### config.mk
export PLATFORM = sky130hd
export DESIGN_NAME = projectile_motion_ctrl
export DESIGN_NICKNAME = d
export VERILOG_FILES = /design/src/rtl/game_pkg.sv /design/src/rtl/sync_edge_det.sv /design/src/rtl/projectile_motion_ctrl.sv
export SDC_FILE = /design/constraint.sdc
export NUM_CORES = 1
export LEC_CHECK = 0
export CORE_MARGIN = 2
export CORE_UTILIZATION = 53
export CTS_BUF_LIST = sky130_fd_sc_hd__clkbuf_4 sky130_fd_sc_hd__clkbuf_8
export DETAILED_ROUTE_END_ITERATION = 6
export GPL_TIMING_DRIVEN = 1
export HOLD_SLACK_MARGIN = 0.02
export PLACE_DENSITY_LB_ADDON = 0.15
export SLEW_MARGIN = 25
export SYNTH_ARGS = -nofsm -noshare
export SYNTH_HDL_FRONTEND = slang
export SYNTH_SLANG_ARGS = --single-unit
export TNS_END_PERCENT = 1
### constraint.sdc
create_clock -name vga_clk -period 2.9 [get_ports vga_clk]
set_input_delay 0.58 -clock vga_clk [delete_from_list [all_inputs] [get_ports vga_clk]]
set_output_delay 0.58 -clock vga_clk [all_outputs]
set_load 0.1 [all_outputs]
### src/rtl/game_pkg.sv
// Shared game types and screen geometry for the projectile, renderer and other game blocks.
// Pure declarations; no logic.
package game_pkg;

  typedef enum logic [1:0] {P_IDLE, P_FLY_R, P_FLY_L} proj_state_t;

  localparam int SCREEN_W = 640;
  localparam int SCREEN_H = 480;
  localparam int PROJ_W   = 40;
  localparam int PROJ_H   = 10;

endpackage

### src/rtl/sync_edge_det.sv
// Two-flop synchroniser plus registered edge pulse: output fires one cycle wide,
// three clocks after the input edge. FALLING selects falling (1) or rising (0) edge.
module sync_edge_det #(
  parameter bit FALLING = 1'b0
) (
  input  logic i_clk,
  input  logic i_rst,
  input  logic i_async,
  output logic o_pulse
);

  logic r_meta;
  logic r_sync;
  logic r_prev;
  logic r_pulse;
  logic w_edge;

  assign w_edge  = FALLING ? (r_prev & ~r_sync) : (r_sync & ~r_prev);
  assign o_pulse = r_pulse;

  always_ff @(posedge i_clk) begin
    if (i_rst) begin
      r_meta  <= 1'b0;
      r_sync  <= 1'b0;
      r_prev  <= 1'b0;
      r_pulse <= 1'b0;
    end else begin
      r_meta  <= i_async;
      r_sync  <= r_meta;
      r_prev  <= r_sync;
      r_pulse <= w_edge;
    end
  end

endmodule

### src/rtl/projectile_motion_ctrl.sv
// Projectile flight FSM: launch on KEY, move one step per frame tick, reverse at screen edges.
// Optional macro PROJ_ACCEL_EN: speed grows by one (up to MAX_SPEED) on each reversal.
module projectile_motion_ctrl #(
  parameter logic [9:0] START_X     = 10'd90,
  parameter logic [9:0] START_Y     = 10'd52,
  parameter logic [9:0] X_MIN       = 10'd10,
  parameter logic [9:0] X_MAX       = 10'd639,
  parameter logic [9:0] PROJ_W      = 10'd40,
  parameter logic [3:0] SPEED       = 4'd1,
  parameter logic [3:0] MAX_SPEED   = 4'd8,
  parameter logic [7:0] MAX_BOUNCES = 8'd0
) (
  input  logic       vga_clk,
  input  logic       Reset,
  input  logic       frame_clk,
  input  logic       KEY,
  output logic [9:0] b_pos_x,
  output logic [9:0] b_pos_y,
  output logic       b_active,
  output logic       b_dir,
  output logic [7:0] bounce_cnt,
  output logic       frame_tick
);

  import game_pkg::*;

`ifdef PROJ_ACCEL_EN
  localparam bit ACCEL = 1'b1;
`else
  localparam bit ACCEL = 1'b0;
`endif

  proj_state_t r_state;
  logic [9:0]  r_x;
  logic        r_dir;
  logic [7:0]  r_bounce;
  logic [3:0]  r_speed;

  logic        w_tick;
  logic        w_fire;
  logic [10:0] w_sum_r;
  logic [10:0] w_lim_l;
  logic        w_hit_r;
  logic        w_hit_l;
  logic [7:0]  w_bounce_inc;
  logic        w_done;
  logic [4:0]  w_speed_inc;
  logic [3:0]  w_speed_rev;

  sync_edge_det #(.FALLING(1'b0)) u_frame_sync (
    .i_clk   (vga_clk),
    .i_rst   (Reset),
    .i_async (frame_clk),
    .o_pulse (w_tick)
  );

  sync_edge_det #(.FALLING(1'b1)) u_key_sync (
    .i_clk   (vga_clk),
    .i_rst   (Reset),
    .i_async (KEY),
    .o_pulse (w_fire)
  );

  // 11-bit sums so the edge tests cannot wrap near the right border.
  assign w_sum_r = {1'b0, r_x} + {1'b0, PROJ_W} + {7'd0, r_speed};
  assign w_lim_l = {1'b0, X_MIN} + {7'd0, r_speed};
  assign w_hit_r = (w_sum_r >= {1'b0, X_MAX});
  assign w_hit_l = ({1'b0, r_x} <= w_lim_l);

  assign w_bounce_inc = (r_bounce == 8'hFF) ? 8'hFF : r_bounce + 8'd1;
  assign w_done       = (MAX_BOUNCES != 8'd0) && (w_bounce_inc >= MAX_BOUNCES);

  // The clamp above uses the current speed; the bumped speed takes effect next tick.
  assign w_speed_inc = {1'b0, r_speed} + 5'd1;
  assign w_speed_rev = !ACCEL ? r_speed :
                       (w_speed_inc > {1'b0, MAX_SPEED}) ? MAX_SPEED : w_speed_inc[3:0];

  always_ff @(posedge vga_clk) begin
    if (Reset) begin
      r_state  <= P_IDLE;
      r_x      <= START_X;
      r_dir    <= 1'b0;
      r_bounce <= 8'd0;
      r_speed  <= SPEED;
    end else begin
      case (r_state)
        P_IDLE: begin
          if (w_fire) begin
            r_state  <= P_FLY_R;
            r_x      <= START_X;
            r_dir    <= 1'b0;
            r_bounce <= 8'd0;
            r_speed  <= SPEED;
          end
        end
        P_FLY_R: begin
          if (w_tick) begin
            if (w_hit_r) begin
              r_state  <= P_FLY_L;
              r_x      <= X_MAX - PROJ_W;
              r_dir    <= 1'b1;
              r_bounce <= w_bounce_inc;
              r_speed  <= w_speed_rev;
            end else begin
              r_x <= r_x + {6'd0, r_speed};
            end
          end
        end
        P_FLY_L: begin
          if (w_tick) begin
            if (w_hit_l) begin
              r_bounce <= w_bounce_inc;
              r_speed  <= w_speed_rev;
              r_dir    <= 1'b0;
              if (w_done) begin
                r_state <= P_IDLE;
                r_x     <= START_X;
              end else begin
                r_state <= P_FLY_R;
                r_x     <= X_MIN;
              end
            end else begin
              r_x <= r_x - {6'd0, r_speed};
            end
          end
        end
        default: r_state <= P_IDLE;
      endcase
    end
  end

  assign b_pos_x    = r_x;
  assign b_pos_y    = START_Y;
  assign b_active   = (r_state != P_IDLE);
  assign b_dir      = r_dir;
  assign bounce_cnt = r_bounce;
  assign frame_tick = w_tick;

endmodule

==> reports/results.md, run 1 <==
| Item | This run |
|:---|:---|
| Status | completed |
| Area of the die | 0.004322 mm² |
| Main area contributors after synthesis | sky130_fd_sc_hd__dfxtp_1, sky130_fd_sc_hd__nand2_1, sky130_fd_sc_hd__ha_1 |
| Top cell type by total area after synthesis | sky130_fd_sc_hd__dfxtp_1 |
| Final hold violation count | 0 |
| Pre-CTS worst setup slack | 0.3565 ns |
| Grt peak-use layer | met2 |
| Number of buffers added by the clock tree synthesis step | 5 |
| DRC viols | 0 |
| Synthesis Warnings | 0 |
| Number of instances in the synthesized netlist | 265 |
| Latest clock arrival within the worst-skew pair | 0.28 ns |
| Number of placement rows | 22 |
| Post-DRT Antenna Nets | 0 |
| Global-route usage over all layers | 0.2541 |
| Depth of the worst register-to-register path | 7 |
| Maximum clock skew at final layout | 0.004408 ns |
| # nets final | 297 |
| EDFF count, synth | 0 |
| GP Congestion | 0.9064 |
| Number of library cell types mapped by synthesis | 55 |
| Number of sinks driven by the clock tree | 29 |
| Final HPWL from detailed placement | 3.545 mm |
| Overflow after GRT | 0 |
| Root buffer cell | sky130_fd_sc_hd__clkbuf_8 |
| Wire length of the first global-routing pass | 8.452 mm |
| Least-Margin Pin Slew | 0.7730 ns |
| Top fanout value on the critical path | 11 |
| Setup slack of the most critical reg-to-reg path | 0.32 ns |
| Total area of sequential cells | 585.6 µm² |
| Diode insertion count for antenna repair | 0 |
| Floorplan core area | 0.003661 mm² |
| Number of buffers inserted by port buffering | 24 |
| LEAKAGE | 0.8321 nW |
| Hold-critical path endpoint | u_frame_sync.o_pulse |
| Count of hold buffers inserted by post-cts repair | 0 |
| Type of the most critical hold path | flip-flop to flip-flop |
| RR Endpoint | bounce_cnt[6] |
| Effective utilization at floorplan | 0.5519 |
| Fraction of layout instances using a drive strength above 1 | 0.1783 |
| Critical Path RT | 3.10 ns |
| Maximum frequency from static timing analysis | 0.3875 GHz |
| Relative slew margins | 0.4815 |
| Post-synthesis register bit count | 29 |
| Power density over cell area | 598.0 mW/mm² |
| Die span in x | 65.75 µm |
| Origin of the critical flop-to-flop path | b_pos_x[0] |
| Vias per cell | 5.925 |
| Total number of vias | 1979 |
| Routed WL | 4.946 mm |
| Number of pins with negative max-slew slack in the final report | 0 |
| Post-synthesis sequential area ratio | 0.2873 |
| Initial antenna violation count | 0 |
| Post-CTS resize count | 0 |
| Cell depth of the worst hold path | 1 |
| Final setup violating endpoints | 0 |
| Final period utilization | 0.8898 |
| Final setup slack of the worst path | 0.3196 ns |
| Setup crit start kind | flip-flop |
| Post-Syn Area | 0.002021 mm² |
| Largest net degree at the start of global routing | 28 |
| Total I/O pin count | 35 |
| Number of levels the H-tree was split into | 2 |
| Number of global-route vias before repair | 1812 |
| Endpoint kind of the worst setup timing path | flip-flop |
| Vertical die dimension | 65.75 µm |
| Count of fill cells added during filler insertion | 351 |
| Crit path arrival time | 2.78 ns |
| Final routed wire length divided by cell count | 14.81 µm |
| Area taken by multi-input logic gates | 0.001270 mm² |
| GRT met3 Usage | 0.05137 |
| Syn avg cell area | 7.625 µm² |
| Register clock-pin slew on the reported worst setup and hold paths | 0.07 ns |
| Kind of critical path | flip-flop to flip-flop |
| Met1 track utilization from global routing | 0.3266 |
| Proportion of synthesized flip-flops having asynchronous set or reset | 0 |
| Post-Route Setup TNS | 0 ns |
| Portion of synthesized cell area occupied by the leading cell type | 0.2873 |
| Global-route met2 utilization | 0.4205 |
| Worst Min Path Start | u_frame_sync.r_prev |
| Primary FF master, synth | sky130_fd_sc_hd__dfxtp_1 |
| Max-Cap Viols | 0 |
| Area growth from synthesis to layout | 14.18% |
| Total iterations of the first detailed-routing run | 4 |
| Total placed instance area | 0.002216 mm² |
| Largest vdd supply drop | 388.6 µV |
| Post-layout instance area | 0.002307 mm² |
| Max Buffers Root-to-Sink | 2 |
| Post-CTS Repair Setup Buffers | 0 |
| Number of DRC violations after detailed-routing iteration 0 | 257 |
| Shortest period the worst path allows | 2.580 ns |
| Clock tree from TritonCTS | done |
| Setup repair after global routing missed its margin | no |
layer usage:
metal | share of wire | wire length (µm) | up-vias
met2 | 0.47 | 2347 | 71
li1 | - | - | 980
met1 | 0.45 | 2220 | 919
met4 | 0.017 | 84 | 0
met3 | 0.059 | 294 | 9
met5 | 0 | 0 | -
how the worst max path moves through the flow:
stage / from / to / slack (ns) / depth (start not counted)
floorplan: b_pos_x[2] / bounce_cnt[6] / 0.11 / 6
global placement: b_pos_x[0] / bounce_cnt[6] / 0.39 / 7
detailed placement: b_pos_x[0] / bounce_cnt[6] / 0.36 / 7
CTS: b_pos_x[0] / bounce_cnt[6] / 0.34 / 7
global route: b_pos_x[0] / bounce_cnt[6] / 0.14 / 8
finish: b_pos_x[0] / bounce_cnt[6] / 0.32 / 7
cell usage after synthesis, types with 4 or more instances:
master / instances
sky130_fd_sc_hd__a211oi_1: 7
sky130_fd_sc_hd__a21oi_1: 15
sky130_fd_sc_hd__a221oi_1: 5
sky130_fd_sc_hd__buf_2: 4
sky130_fd_sc_hd__buf_4: 11
sky130_fd_sc_hd__clkbuf_1: 10
sky130_fd_sc_hd__dfxtp_1: 29
sky130_fd_sc_hd__ha_1: 8
sky130_fd_sc_hd__inv_1: 14
sky130_fd_sc_hd__nand2_1: 27
sky130_fd_sc_hd__nand2b_1: 8
sky130_fd_sc_hd__nand3_1: 8
sky130_fd_sc_hd__nor2_1: 23
sky130_fd_sc_hd__nor2b_1: 7
sky130_fd_sc_hd__nor3_1: 7
sky130_fd_sc_hd__o21ai_0: 12
sky130_fd_sc_hd__o31ai_1: 5
sky130_fd_sc_hd__or3_1: 4
layout make-up:
type / count / area share
sequential: 29 / 0.2538
clock buffer: 5 / 0.02983
inverter: 14 / 0.02278
clock inverter: 3 / 0.009761
timing repair buffer: 32 / 0.1074
tap: 48 / 0.02603
multi-input combinational: 203 / 0.5504
report_power, final:
group          internal [mW]  leakage (nW)  switching [mW]  total (mW)
logic                  0.167         0.561           0.425       0.592
registers              0.417         0.235          0.0281       0.445
clock network          0.168        0.0364           0.175       0.343
total                  0.752         0.832           0.627        1.38
layout by cell type, fill, tap and decap left out, types with 3 or more instances in the layout:
| cell type | instances |
|---|---|
| sky130_fd_sc_hd__dfxtp_2 | 4 |
| sky130_fd_sc_hd__o21bai_1 | 3 |
| sky130_fd_sc_hd__inv_1 | 14 |
| sky130_fd_sc_hd__a21oi_1 | 15 |
| sky130_fd_sc_hd__clkdlybuf4s50_1 | 3 |
| sky130_fd_sc_hd__nand2b_1 | 8 |
| sky130_fd_sc_hd__a32oi_1 | 3 |
| sky130_fd_sc_hd__clkbuf_8 | 5 |
| sky130_fd_sc_hd__o32ai_1 | 3 |
| sky130_fd_sc_hd__a221oi_1 | 5 |
| sky130_fd_sc_hd__nand4_1 | 3 |
| sky130_fd_sc_hd__o211ai_1 | 3 |
| sky130_fd_sc_hd__or3_1 | 4 |
| sky130_fd_sc_hd__clkinvlp_4 | 3 |
| sky130_fd_sc_hd__nor4_1 | 3 |
| sky130_fd_sc_hd__nor2b_1 | 7 |
| sky130_fd_sc_hd__dfxtp_1 | 25 |
| sky130_fd_sc_hd__o21ai_0 | 12 |
| sky130_fd_sc_hd__nor3_1 | 7 |
| sky130_fd_sc_hd__o31ai_1 | 5 |
| sky130_fd_sc_hd__nand3_1 | 8 |
| sky130_fd_sc_hd__ha_1 | 8 |
| sky130_fd_sc_hd__buf_4 | 29 |
| sky130_fd_sc_hd__conb_1 | 10 |
| sky130_fd_sc_hd__a211oi_1 | 7 |
| sky130_fd_sc_hd__xnor2_1 | 3 |
| sky130_fd_sc_hd__nor2_1 | 23 |
| sky130_fd_sc_hd__nand2_1 | 27 |
cells by family after synthesis:
family	after synthesis	synth area share
flip-flops	29	0.2873
AND/OR/NAND/NOR	107	0.2879
buffers and inverters	41	0.09908
adder cells (fa/ha/maj)	8	0.04954
XOR/XNOR	5	0.02168
other	2	0.003717
AO/OA/AOI/OAI	73	0.2508
stage by stage:
stage / instances / hold WS (ns) / power, mW / utilization
after floorplan: 273 / 0.3674 / 0.9093 / -
after global placement: 326 / 0.3697 / 1.041 / 0.6053
after detailed placement: 326 / 0.3724 / 1.038 / 0.6053
after CTS: 334 / 0.3822 / 1.379 / 0.6302
after global routing: 334 / 0.3914 / 1.461 / 0.6302
final: 334 / 0.3843 / 1.380 / 0.6302
sequential cells by signal (all words and copies together) (netlist names):
register,count
b_pos_x,10
bounce_cnt,8
r_state,2
b_dir,1
u_frame_sync.o_pulse,1
u_frame_sync.r_meta,1
u_frame_sync.r_prev,1
u_frame_sync.r_sync,1
u_key_sync.o_pulse,1
u_key_sync.r_meta,1
u_key_sync.r_prev,1
u_key_sync.r_sync,1
worst max-delay path, stage by stage (launching register included):
cell	delay, ns
sky130_fd_sc_hd__dfxtp_2	0.38
sky130_fd_sc_hd__ha_1	0.29
sky130_fd_sc_hd__nand4b_1	0.23
sky130_fd_sc_hd__or4_4	0.51
sky130_fd_sc_hd__and3_4	0.22
sky130_fd_sc_hd__nor4_4	0.49
sky130_fd_sc_hd__a31oi_1	0.16
sky130_fd_sc_hd__a211oi_1	0.21
Power figures use the tool's default switching activity.
==> run 2: changes to the inputs <==
--- a/config.mk
+++ b/config.mk
@@ -16,4 +16,3 @@
 export SYNTH_ARGS = -nofsm -noshare
 export SYNTH_HDL_FRONTEND = slang
 export SYNTH_SLANG_ARGS = --single-unit
-export TNS_END_PERCENT = 1
==> constraint.sdc (replaced) <==
create_clock -name vga_clk -period 3.1 [get_ports vga_clk]
set_input_delay 0.62 -clock vga_clk [delete_from_list [all_inputs] [get_ports vga_clk]]
set_output_delay 0.62 -clock vga_clk [all_outputs]
set_load 0.1 [all_outputs]
==> run 2 against run 1 <==
Compared with the run above: sequential cell count unchanged; setup slack better by 0.092 ns; sequential power down 7.0%; clock power up 21%; utilization is 0.44 points higher; clock skew up 0.0033 ns; largest power group unchanged; clock-buffer cell count rose by 2; total power down 0.57%; design area grew 0.71%; global-route usage rose by 0.36 points.
==> reports/results.md, run 2 (same netlist as run 1, synthesis figures left out) <==
| Item | This run |
|:---|:---|
| Logic pwr share | 0.396 |
| Total iterations of the first detailed-routing run | 4 |
| Commonest cells after routing, fill and taps aside | sky130_fd_sc_hd__dfxtp_1, sky130_fd_sc_hd__buf_4, sky130_fd_sc_hd__nand2_1 |
| Kind of critical path | flip-flop to flip-flop |
| Area growth from synthesis to layout | 14.98% |
| Vias per cell | 6.054 |
| Maximum frequency from static timing analysis | 0.3720 GHz |
| Share of power burned in the clock network | 0.302 |
| Maximum clock skew at final layout | 0.007700 ns |
| Effective utilization at floorplan | 0.5519 |
| Critical Path Sink | bounce_cnt[6] |
| Post-Route Setup TNS | 0 ns |
| Depth of the worst register-to-register path | 7 |
| Overflow after GRT | 0 |
| Final Non-Filler Cells | 333 |
| Type of the most critical hold path | flip-flop to flip-flop |
| Number of buffers added by the clock tree synthesis step | 5 |
| Number of levels the H-tree was split into | 2 |
| Setup repair after global routing missed its margin | no |
| Max-Cap Viols | 0 |
| Largest net degree at the start of global routing | 28 |
| Fraction of power spent switching nets | 0.4123 |
| Start point of the critical path | b_pos_x[0] |
| Status | completed |
| Power density over cell area | 590.4 mW/mm² |
| Origin of the critical flop-to-flop path | b_pos_x[0] |
| Largest vdd supply drop | 455.1 µV |
| RR Endpoint | bounce_cnt[6] |
| Number of sinks driven by the clock tree | 29 |
| Die span in x | 65.75 µm |
| Endpoint kind of the worst setup timing path | flip-flop |
| Number of global-route vias before repair | 1848 |
| Final hold violation count | 0 |
| Number of placed instances with taps included | 325 |
| Flip-flop count of the largest register, all copies and words added | 10 |
| Top fanout value on the critical path | 11 |
| Critical Path RT | 3.30 ns |
| Relative slew margins | 0.4292 |
| Post-layout total power | 1.372 mW |
| Final routed wire length divided by cell count | 15.26 µm |
| Net Switching | 0.5657 mW |
| Count of hold buffers inserted by post-cts repair | 0 |
| Fraction of layout instances using a drive strength above 1 | 0.1614 |
| Critical path cell sequence | ha_1, nand4b_1, or4_4, and3_4, nor4_4, a31oi_1, a211oi_1 |
| Slowest stage cell on the critical path | sky130_fd_sc_hd__or4_4 |
| Area of the die | 0.004322 mm² |
| DRC viols | 0 |
| Shortest period the worst path allows | 2.688 ns |
| # nets final | 296 |
| Wire length of the first global-routing pass | 8.514 mm |
| Post-CTS resize count | 0 |
| Register clock-pin slew on the reported worst setup and hold paths | 0.07 ns |
| Crit path arrival time | 2.88 ns |
| Vertical die dimension | 65.75 µm |
| Number of pins with negative max-slew slack in the final report | 0 |
| Number of placement rows | 22 |
| Final setup violating endpoints | 0 |
| Final HPWL from detailed placement | 3.621 mm |
| Most common cell after layout, fill and taps aside | sky130_fd_sc_hd__dfxtp_1 |
| Routed WL | 5.081 mm |
| Post-CTS Repair Setup Buffers | 0 |
| Setup slack of the most critical reg-to-reg path | 0.41 ns |
| Internal Pwr Total | 0.8062 mW |
| Number of buffers inserted by port buffering | 24 |
| Setup crit start kind | flip-flop |
| Final period utilization | 0.8671 |
| LEAKAGE | 0.8534 nW |
| Root buffer cell | sky130_fd_sc_hd__clkbuf_8 |
| Sequential share of power | 0.302 |
| Stage delay of the slowest cell on the critical path | 0.52 ns |
| Number of DRC violations after detailed-routing iteration 0 | 172 |
| Latest clock arrival within the worst-skew pair | 0.28 ns |
| Post-DRT Antenna Nets | 0 |
| Global-route usage over all layers | 0.2578 |
| Least-Margin Pin Slew | 0.8486 ns |
| Floorplan core area | 0.003661 mm² |
| Clock tree from TritonCTS | done |
| Diode insertion count for antenna repair | 0 |
| Total number of vias | 2016 |
| Total I/O pin count | 35 |
| Max Buffers Root-to-Sink | 2 |
| Initial antenna violation count | 0 |
| GP Congestion | 0.9438 |
==> run 2: changes by cell type in the layout (fill, tap and decap cells not counted) <==
cell / before / now
sky130_fd_sc_hd__dfxtp_2: 4 / 0
sky130_fd_sc_hd__dfxtp_1: 25 / 29
sky130_fd_sc_hd__clkbuf_4: 0 / 1
sky130_fd_sc_hd__bufinv_16: 0 / 1
sky130_fd_sc_hd__clkinvlp_4: 3 / 0
sky130_fd_sc_hd__buf_4: 29 / 28
sky130_fd_sc_hd__clkbuf_8: 5 / 6
==> run 2: per-layer routing <==
metal	up-vias	track usage	share of wire
met1	934	0.3248	0.43
met5	-	0	0
met2	90	0.4230	0.47
li1	979	-	-
met4	0	0.1198	0.029
met3	13	0.04795	0.068
==> run 2: cell type report <==
class,instances,area (µm²)
clock buffer,7,90.09
clock inverter,1,30.03
fill,345,1338
inverter,14,52.55
multi-input combinational,203,1270
sequential,29,580.6
tap,48,60.06
timing repair buffer,31,240.2
==> run 2: power by group through the flow <==
stage / sequential (mW) / clock (mW) / combinational [mW]
6_report: 0.414 / 0.415 / 0.543
3_5_place_dp: 0.422 / 0 / 0.537
2_1_floorplan: 0.472 / 0 / 0.378
5_1_grt: 0.418 / 0.436 / 0.578
3_3_place_gp: 0.422 / 0 / 0.535
4_1_cts: 0.414 / 0.419 / 0.539
==> run 2: how the worst min path moves through the flow <==
stage | start | to | slack, ns | cells after the start
2_1_floorplan | u_frame_sync.r_prev | u_frame_sync.o_pulse | 0.37 | 1
3_3_place_gp | u_frame_sync.r_prev | u_frame_sync.o_pulse | 0.37 | 1
3_5_place_dp | u_frame_sync.r_prev | u_frame_sync.o_pulse | 0.38 | 1
4_1_cts | u_frame_sync.r_prev | u_frame_sync.o_pulse | 0.39 | 1
5_1_grt | u_frame_sync.r_prev | u_frame_sync.o_pulse | 0.40 | 1
6_report | u_frame_sync.r_prev | u_frame_sync.o_pulse | 0.39 | 1
==> run 2: stage by stage <==
step	instance area [µm²]	util	hold slack, ns	setup WS, ns
after floorplan	2051	-	0.3674	0.1261
after global placement	2203	0.6018	0.3718	0.4953
after detailed placement	2203	0.6018	0.3849	0.4485
after CTS	2323	0.6347	0.3941	0.4193
after global routing	2323	0.6347	0.4037	0.1712
final	2323	0.6347	0.3875	0.4119
==> run 2: worst max-delay path: cells and delay by family (launching register included) <==
family / cells / cell delay (ns)
fa+ha+maj: 1 / 0.33
simple gates: 4 / 1.46
flops: 1 / 0.42
compound gates: 2 / 0.39
==> run 3: changes to the inputs <==
--- a/config.mk
+++ b/config.mk
@@ -10,7 +10,7 @@
 export CTS_BUF_LIST = sky130_fd_sc_hd__clkbuf_4 sky130_fd_sc_hd__clkbuf_8
 export DETAILED_ROUTE_END_ITERATION = 6
 export GPL_TIMING_DRIVEN = 1
-export HOLD_SLACK_MARGIN = 0.02
+export HOLD_SLACK_MARGIN = 0.12
 export PLACE_DENSITY_LB_ADDON = 0.15
 export SLEW_MARGIN = 25
 export SYNTH_ARGS = -nofsm -noshare
==> results of run 3 <==
Same layout as run 2: the final DEF is identical, and so are final timing and power.
